**config.mk**
```make
export PLATFORM = sky130hd
export DESIGN_NAME = rom_note_sequencer
export DESIGN_NICKNAME = d
export VERILOG_FILES = /design/src/rtl/rom_note_sequencer_pkg.sv /design/src/rtl/rom_note_sequencer_tick_prescaler.sv /design/src/rtl/rom_note_sequencer.sv
export SDC_FILE = /design/constraint.sdc
export NUM_CORES = 1
export LEC_CHECK = 0
export ABC_CLOCK_PERIOD_IN_PS = 4500
export CAP_MARGIN = 10
export CORE_ASPECT_RATIO = 1.2
export CORE_MARGIN = 5
export CORE_UTILIZATION = 40
export CTS_CLUSTER_SIZE = 28
export DETAILED_ROUTE_END_ITERATION = 8
export SLEW_MARGIN = 20
export SYNTH_ARGS = -nofsm -noshare
export SYNTH_HDL_FRONTEND = slang
export SYNTH_SLANG_ARGS = --single-unit
export TNS_END_PERCENT = 20
```
**constraint.sdc**
```tcl
create_clock -name clk -period 4.5 [get_ports clk]
set_input_delay 0.675 -clock clk [delete_from_list [all_inputs] [get_ports clk]]
set_output_delay 0.675 -clock clk [all_outputs]
set_load 0.02 [all_outputs]
```
**src/rtl/rom_note_sequencer_pkg.sv**
```systemverilog
// Shared definitions for the ROM note sequencer: ROM field widths,
// sequencer state encoding and the playnote note-range clamp.
package rom_note_sequencer_pkg;

  localparam int DEFAULT_NOTE_BITS  = 7;
  localparam int DEFAULT_DELAY_BITS = 12;
  localparam int NOTE_OUT_BITS      = 7;

  localparam int NOTE_MIN = 0;
  localparam int NOTE_MAX = 127;

  typedef enum logic [1:0] {
    IDLE  = 2'd0,
    FETCH = 2'd1,
    READ  = 2'd2,
    HOLD  = 2'd3
  } seq_state_t;

  // Offset note arrives as signed 9-bit; playnote only accepts 0..127.
  function automatic logic [NOTE_OUT_BITS-1:0] clamp_note(input logic signed [8:0] value);
    if (value < NOTE_MIN) begin
      return NOTE_OUT_BITS'(NOTE_MIN);
    end else if (value > NOTE_MAX) begin
      return NOTE_OUT_BITS'(NOTE_MAX);
    end else begin
      return value[NOTE_OUT_BITS-1:0];
    end
  endfunction

endpackage

```
**src/rtl/rom_note_sequencer_tick_prescaler.sv**
```systemverilog
// Tempo prescaler: emits one tick every CLOCKS_PER_TICK clocks while run is high.
module tick_prescaler #(
  parameter int CLOCKS_PER_TICK = 10000
) (
  input  logic clk,
  input  logic reset,
  input  logic clear,
  input  logic run,
  output logic tick
);

  localparam int CNT_BITS = (CLOCKS_PER_TICK > 1) ? $clog2(CLOCKS_PER_TICK) : 1;
  localparam logic [CNT_BITS-1:0] LAST = CNT_BITS'(CLOCKS_PER_TICK - 1);

  logic [CNT_BITS-1:0] count;

  assign tick = run && !clear && (count == LAST);

  always_ff @(posedge clk or posedge reset) begin
    if (reset) begin
      count <= '0;
    end else if (clear) begin
      count <= '0;
    end else if (run) begin
      count <= tick ? '0 : count + CNT_BITS'(1);
    end
  end

endmodule

```
**src/rtl/rom_note_sequencer.sv**
```systemverilog
// Walks a note-message ROM and drives one playnote channel; single-clock FSM
// with an internal tempo prescaler replacing the old delay unit.
module rom_note_sequencer
  import rom_note_sequencer_pkg::*;
#(
  parameter int ADDRESS_BITS    = 10,
  parameter int NOTE_BITS       = DEFAULT_NOTE_BITS,
  parameter int DELAY_BITS      = DEFAULT_DELAY_BITS,
  parameter int MESSAGES_LEN    = 511,
  parameter int NOTE_OFFSET     = 0,
  parameter int CLOCKS_PER_TICK = 10000
) (
  input  logic                              clk,
  input  logic                              reset,
  input  logic                              enable,
  input  logic                              restart,
  output logic [ADDRESS_BITS-1:0]           rom_address,
  input  logic [NOTE_BITS+DELAY_BITS:0]     rom_q,
  output logic [NOTE_OUT_BITS-1:0]          note_out,
  output logic                              note_on_out,
  output logic                              msg_strobe,
  output logic                              loop_done
);

  localparam logic [ADDRESS_BITS-1:0] LAST_ADDR = ADDRESS_BITS'(MESSAGES_LEN);
  localparam logic signed [8:0]       OFFSET9   = 9'(NOTE_OFFSET);

  seq_state_t            state;
  logic [DELAY_BITS-1:0] delay_count;

  logic                  rom_note_on;
  logic [NOTE_BITS-1:0]  rom_note;
  logic [DELAY_BITS-1:0] rom_delay;
  logic signed [8:0]     note_sum;

  logic presc_clear;
  logic presc_run;
  logic tick;

  assign rom_note_on = rom_q[NOTE_BITS+DELAY_BITS];
  assign rom_note    = rom_q[NOTE_BITS+DELAY_BITS-1:DELAY_BITS];
  assign rom_delay   = rom_q[DELAY_BITS-1:0];
  assign note_sum    = $signed(9'(rom_note)) + OFFSET9;

  // Prescaler is held at zero outside HOLD, so every message starts a fresh tick.
  assign presc_clear = restart || (state != HOLD);
  assign presc_run   = (state == HOLD) && (delay_count != '0);

  tick_prescaler #(
    .CLOCKS_PER_TICK(CLOCKS_PER_TICK)
  ) u_tick_prescaler (
    .clk   (clk),
    .reset (reset),
    .clear (presc_clear),
    .run   (presc_run),
    .tick  (tick)
  );

  always_ff @(posedge clk or posedge reset) begin
    if (reset) begin
      state       <= IDLE;
      rom_address <= '0;
      note_out    <= '0;
      note_on_out <= 1'b0;
      msg_strobe  <= 1'b0;
      loop_done   <= 1'b0;
      delay_count <= '0;
    end else begin
      msg_strobe <= 1'b0;
      loop_done  <= 1'b0;
      if (restart) begin
        rom_address <= '0;
        note_on_out <= 1'b0;
        delay_count <= '0;
        state       <= enable ? FETCH : IDLE;
      end else if (!enable) begin
        // rom_address is kept so re-enabling replays the interrupted message.
        note_on_out <= 1'b0;
        state       <= IDLE;
      end else begin
        case (state)
          IDLE: begin
            state <= FETCH;
          end
          FETCH: begin
            state <= READ;
          end
          READ: begin
            note_out    <= clamp_note(note_sum);
            note_on_out <= rom_note_on;
            delay_count <= rom_delay;
            msg_strobe  <= 1'b1;
            state       <= HOLD;
          end
          HOLD: begin
            if (delay_count == '0) begin
              state <= FETCH;
              if (rom_address == LAST_ADDR) begin
                rom_address <= '0;
                loop_done   <= 1'b1;
              end else begin
                rom_address <= rom_address + ADDRESS_BITS'(1);
              end
            end else if (tick) begin
              delay_count <= delay_count - DELAY_BITS'(1);
            end
          end
          default: begin
            state <= IDLE;
          end
        endcase
      end
    end
  end

endmodule
```
==> results.toml, run 1 <==
[final_layout]
drive_gt1_frac = 0.0523
nets = 373
finish.utilization = 0.506
regArea_sq_um = 1200
multi_input_area_sq_um = 1380
diodes = 0
fill_cells = 636
instances_no_fill = 429
area_delta_synth_final_pct = 22.8

[routing]
drt_iter0_drc = 106
drtPass1Iterations = 4
via_per_inst = 5.58
vias = 2393
drc = 0
drt_wl_total_um = 6610
ant_nets = 0
wl_per_cell_um = 15.4

[timing]
maxSlewHeadroom = 0.403
max_freq_mhz = 348
fin_crit_sh = 0.638
rsz0062_at_grt = "no"
setup_viol = 0
skew_ps = 13.0
hold_viol = 0
finalCriticalPeriod_ps = 2870
fin_tns_setup_ps = 0
drv_slew = 0
worst_slew_pin_slew_ps = 893

[synthesis]
yosys_warnings = 0
post_synth_num_cell_types = 47
synth-seq-cells = 48
netlist_instances = 305
synth_area_leaders = "dfrtp_1 45%, nand2_1 5.3%, nor2_1 4.1%"
yosysTopAreaCell = "dfrtp_1"
netlist_top_cells_count = "48 x dfrtp_1, 38 x nand2_1, 29 x nor2_1"
yosysMostFrequentCell = "dfrtp_1"
seq_area_frac_synth = 0.449
synth_edf_count = 0
syn_nets = 335
avgSynthCellArea_sq_um = 8.76
synthArstFlopShare = 1.00
netlist.area_leader.share = 0.449
syn-cell-area_sq_um = 2670
ys.flop_type = "dfrtp_1"

[global_route]
overflow = 0
grt_usage = 0.164
met1_usage = 0.219
grt_pass1_wl_um = 11500
grt_max_degree = 49
grtUsageMet3 = 0.0282
use_met2 = 0.277
grt_pass1_vias = 2393
grt_busiest_layer = "met2"
antenna_found_initial = 0

[job]
maxCapViolations = 0

[clock_network]
cts_root_buf = "clkbuf_8"
cts_num_sinks = 48
post_cts_buffers = 0
cts_resized = 0
cts_tree = "yes"
postCtsHoldBufs = 0
htreeDepth = 2
clk_path_buf_depth = 2
insertion_delay_ps = 310
numCtsBuffers = 5
clk_transition_reported_paths_ps = 100

[floorplan]
initial_core_util = 0.412
die_w_um = 84.6
row_count = 32
die_area_sq_um = 8420
die_height_um = 99.5
ios = 44
coreArea_sq_um = 6490

[min_path]
min_from = "note_out[5]"
hp-class = "reg2reg"

[placed_design]
dp_cells = 421
place_congestion = 0.842
io_buffers = 43
dpl.hpwl_um = 4640

[power_and_ir_drop]
p_leak_nw = 1.40
vdd.ir_drop.worst_mv = 0.188
powerDensity_nw_per_um2 = 308

[critical_path]
cp_max_fo = 17
crit_type = "reg2reg"
crit_path_start_kind = "flip-flop"
worst_setup_path_end_kind = "flip-flop"
critPathLaunch = "u_tick_prescaler.count[4]"
worstPathArrival_ps = 3110
r2r-start = "u_tick_prescaler.count[4]"
required_ps = 4740

[status]
status = "finished, final reports clean"
[worst max-delay path, cell delays in order, from the launching register on]
cell	delay, ps
dfrtp_1	440
or4b_4	580
o41ai_4	870
nand3_1	540
a21oi_1	260
a211o_1	120
[through the flow]
stage               worst slack, ps  area [sq um]  power, mW  hold slack, ps
floorplan                      2430          2670      0.604             430
global placement               1420          3160      0.695             459
detailed placement             1370          3160      0.696             461
CTS                            1610          3280       1.02             487
global route                   1350          3280       1.06             514
finish                         1630          3280       1.01             483
[cell usage in the layout (no fill, tap or decap), drive strengths merged, types with 6 or more instances in the layout]
cell type      count
inv                7
o31ai             10
nor4               6
and3              13
a21oi             18
nand3             16
nor3               7
dfrtp             48
ha                 6
o21ai             36
a31oi              6
nand2             38
nor2b              6
nor2              29
clkdlybuf4s50     43
[final cells by class]
cell class                      instances  share of cell area
Sequential cell                        48               0.366
Inverter                                9              0.0107
Clock inverter                          3              0.0145
Tap cell                               85              0.0324
Clock buffer                            5              0.0210
Multi-Input combinational cell        235               0.422
Timing Repair Buffer                   44               0.133
[routing by layer]
layer  up-vias  share of wire
met1      1143           0.45
met4         0         0.0089
li1       1183              -
met2        61           0.50
met5         -              0
met3         6          0.039
[final timing paths]
path	end	slack (ps)	cells past startpoint
max reg2reg	delay_count[9]	1630	5
min in group asynchronous	u_tick_prescaler.count[13]	810	2
min reg2reg	note_out[5]	480	2
max in group asynchronous	delay_count[9]	3190	2
max	delay_count[9]	1630	5
min	note_out[5]	480	2
[sequential cells by signal, indices dropped and copies added (netlist names)]
signal	flops
u_tick_prescaler.count	14
note_on_out	1
state	2
msg_strobe	1
note_out	7
delay_count	12
rom_address	10
loop_done	1
[power by group]
part	internal [mW]	switching [mW]	total, mW
sequential	0.455	0.0189	0.474
combinational	0.0888	0.123	0.211
clock	0.168	0.159	0.327
total	0.711	0.301	1.01
[cells by family (layout without fill, tap and decap cells)]
family,Yosys count,count (layout),share of synthesized area
mux,4,4,0.0150
flops,48,48,0.449
compound gates,83,83,0.191
buf+inv,22,61,0.0328
simple gates,138,138,0.271
fa+ha+maj,6,6,0.0281
xor+xnor,4,4,0.0131
Power figures use the tool's default switching activity.
==> run 2: changes to the inputs <==
--- a/config.mk
+++ b/config.mk
@@ -5,13 +5,14 @@
 export SDC_FILE = /design/constraint.sdc
 export NUM_CORES = 1
 export LEC_CHECK = 0
-export ABC_CLOCK_PERIOD_IN_PS = 4500
+export ABC_CLOCK_PERIOD_IN_PS = 2300
 export CAP_MARGIN = 10
 export CORE_ASPECT_RATIO = 1.2
 export CORE_MARGIN = 5
 export CORE_UTILIZATION = 40
 export CTS_CLUSTER_SIZE = 28
 export DETAILED_ROUTE_END_ITERATION = 8
+export PLACE_DENSITY = 0.65
 export SLEW_MARGIN = 20
 export SYNTH_ARGS = -nofsm -noshare
 export SYNTH_HDL_FRONTEND = slang
==> constraint.sdc (replaced) <==
create_clock -name clk -period 2.3 [get_ports clk]
set_input_delay 0.345 -clock clk [delete_from_list [all_inputs] [get_ports clk]]
set_output_delay 0.345 -clock clk [all_outputs]
set_load 0.02 [all_outputs]
==> results.toml, run 2 (synthesis results as in run 1) <==
[status]
status = "finished, final reports clean"

[floorplan]
initial_core_util = 0.412
ios = 44
coreArea_sq_um = 6490
die_height_um = 99.5
row_count = 32
die_w_um = 84.6
die_area_sq_um = 8420

[critical_path]
worstPathCellList = "inv_1 -> ha_2 -> nor4b_4 -> and4b_2 -> nand3_2 -> or4_1 -> a21oi_1"
crit_type = "reg2reg"
slowest_delay_ps = 540
required_ps = 2530
worst-path-buf-inv = 1
cp_max_fo = 9
worst_setup_path_end_kind = "flip-flop"
cp_top_family = "simple AND/OR/NAND/NOR gates"
worstPathArrival_ps = 2400
crit_slowest_cell = "or4_1"
crit_path_start_kind = "flip-flop"

[timing]
holdWs_ps = 355
drv_slew = 0
maxSlewHeadroom = 0.690
worst_slew_pin_slew_ps = 464
max_freq_mhz = 459
setup_viol = 0
rsz0062_at_grt = "yes"
skew_ps = 9.67
fin_crit_sh = 0.947
hold_viol = 0
finalCriticalPeriod_ps = 2180

[final_layout]
reg.largest.list = "u_tick_prescaler.count x14, delay_count x12, rom_address x10"
diodes = 0
drive_gt1_frac = 0.121
regMostFlops = "u_tick_prescaler.count"
nets = 394
area_delta_synth_final_pct = 29.4
fill_cells = 637
stdcell_area_sq_um = 3460
largest_reg_flops = 14
layout_commonest_cell = "dfrtp_1"
final_cell_mix = "48 x dfrtp_1, 43 x clkdlybuf4s50_1, 38 x nand2_1"

[routing]
drc = 0
drt_iter0_drc = 122
ant_nets = 0
vias = 2490
wl_per_cell_um = 15.3
via_per_inst = 5.53
drtPass1Iterations = 4
drt_wl_total_um = 6880

[global_route]
grt_pass1_vias = 2583
antenna_found_initial = 0
grt_max_degree = 30
grt_usage = 0.170
grt_pass1_wl_um = 11900
overflow = 0

[clock_network]
htreeDepth = 2
postCtsHoldBufs = 0
cts_num_sinks = 48
numCtsBuffers = 5
clk_transition_reported_paths_ps = 100
cts_root_buf = "clkbuf_8"
cts_tree = "yes"
clk_path_buf_depth = 2
insertion_delay_ps = 310

[power_and_ir_drop]
p_total_mw = 1.95
powerDensity_nw_per_um2 = 563
p_leak_nw = 1.51
vdd.ir_drop.worst_mv = 0.277

[placed_design]
placed_area_sq_um = 3330
io_buffers = 43
dpl.hpwl_um = 5050
place_congestion = 0.904

[job]
maxCapViolations = 0

[min_path]
hp-class = "in2async"
==> run 2: area by class of cell <==
type                            instances  area [sq um]  area share
Inverter                                9          33.8     0.00977
Timing Repair Buffer                   65           616       0.178
Tap cell                               85           106      0.0308
Multi-Input combinational cell        235          1410       0.408
Sequential cell                        48          1200       0.347
Clock inverter                          3          21.3     0.00615
Clock buffer                            5          68.8      0.0199
==> run 2: worst paths after layout <==
path / slack [ps] / from / depth (start not counted) / to
min reg2reg: 480 / u_tick_prescaler.count[13] / 1 / u_tick_prescaler.count[13]
max in group asynchronous: 1430 / reset / 3 / delay_count[0]
max: 120 / delay_count[0] / 7 / rom_address[7]
max reg2reg: 120 / delay_count[0] / 7 / rom_address[7]
min in group clk: 480 / u_tick_prescaler.count[13] / 1 / u_tick_prescaler.count[13]
min: 350 / reset / 2 / msg_strobe
==> run 2: power by group <==
part / switching [mW] / internal [mW]
sequential: 0.0306 / 0.890
clock: 0.318 / 0.217
combinational: 0.263 / 0.228
total: 0.612 / 1.33
==> run 2: timing repair <==
action                     CTS  global route
setup endpoints to repair    2            15
setup buffers                0             0
gates resized for setup      1             7
==> run 2: routing by layer <==
layer | track usage | vias to the layer above | part of all wire
met1 | 0.231 | 1203 | 0.46
met3 | 0.0348 | 9 | 0.041
met4 | 0.0560 | 0 | 0.017
li1 | - | 1225 | -
met5 | 0 | - | 0
met2 | 0.272 | 53 | 0.48
==> run 2: metrics by stage <==
step	instances	setup WS (ps)	util	TNS [ps]
after floorplan	305	232	-	0
after global placement	442	108	0.514	0
after detailed placement	442	-26.5	0.514	-26.5
after CTS	450	4.38	0.529	0
after global routing	450	-9.31	0.533	-17.8
final	450	123	0.533	0
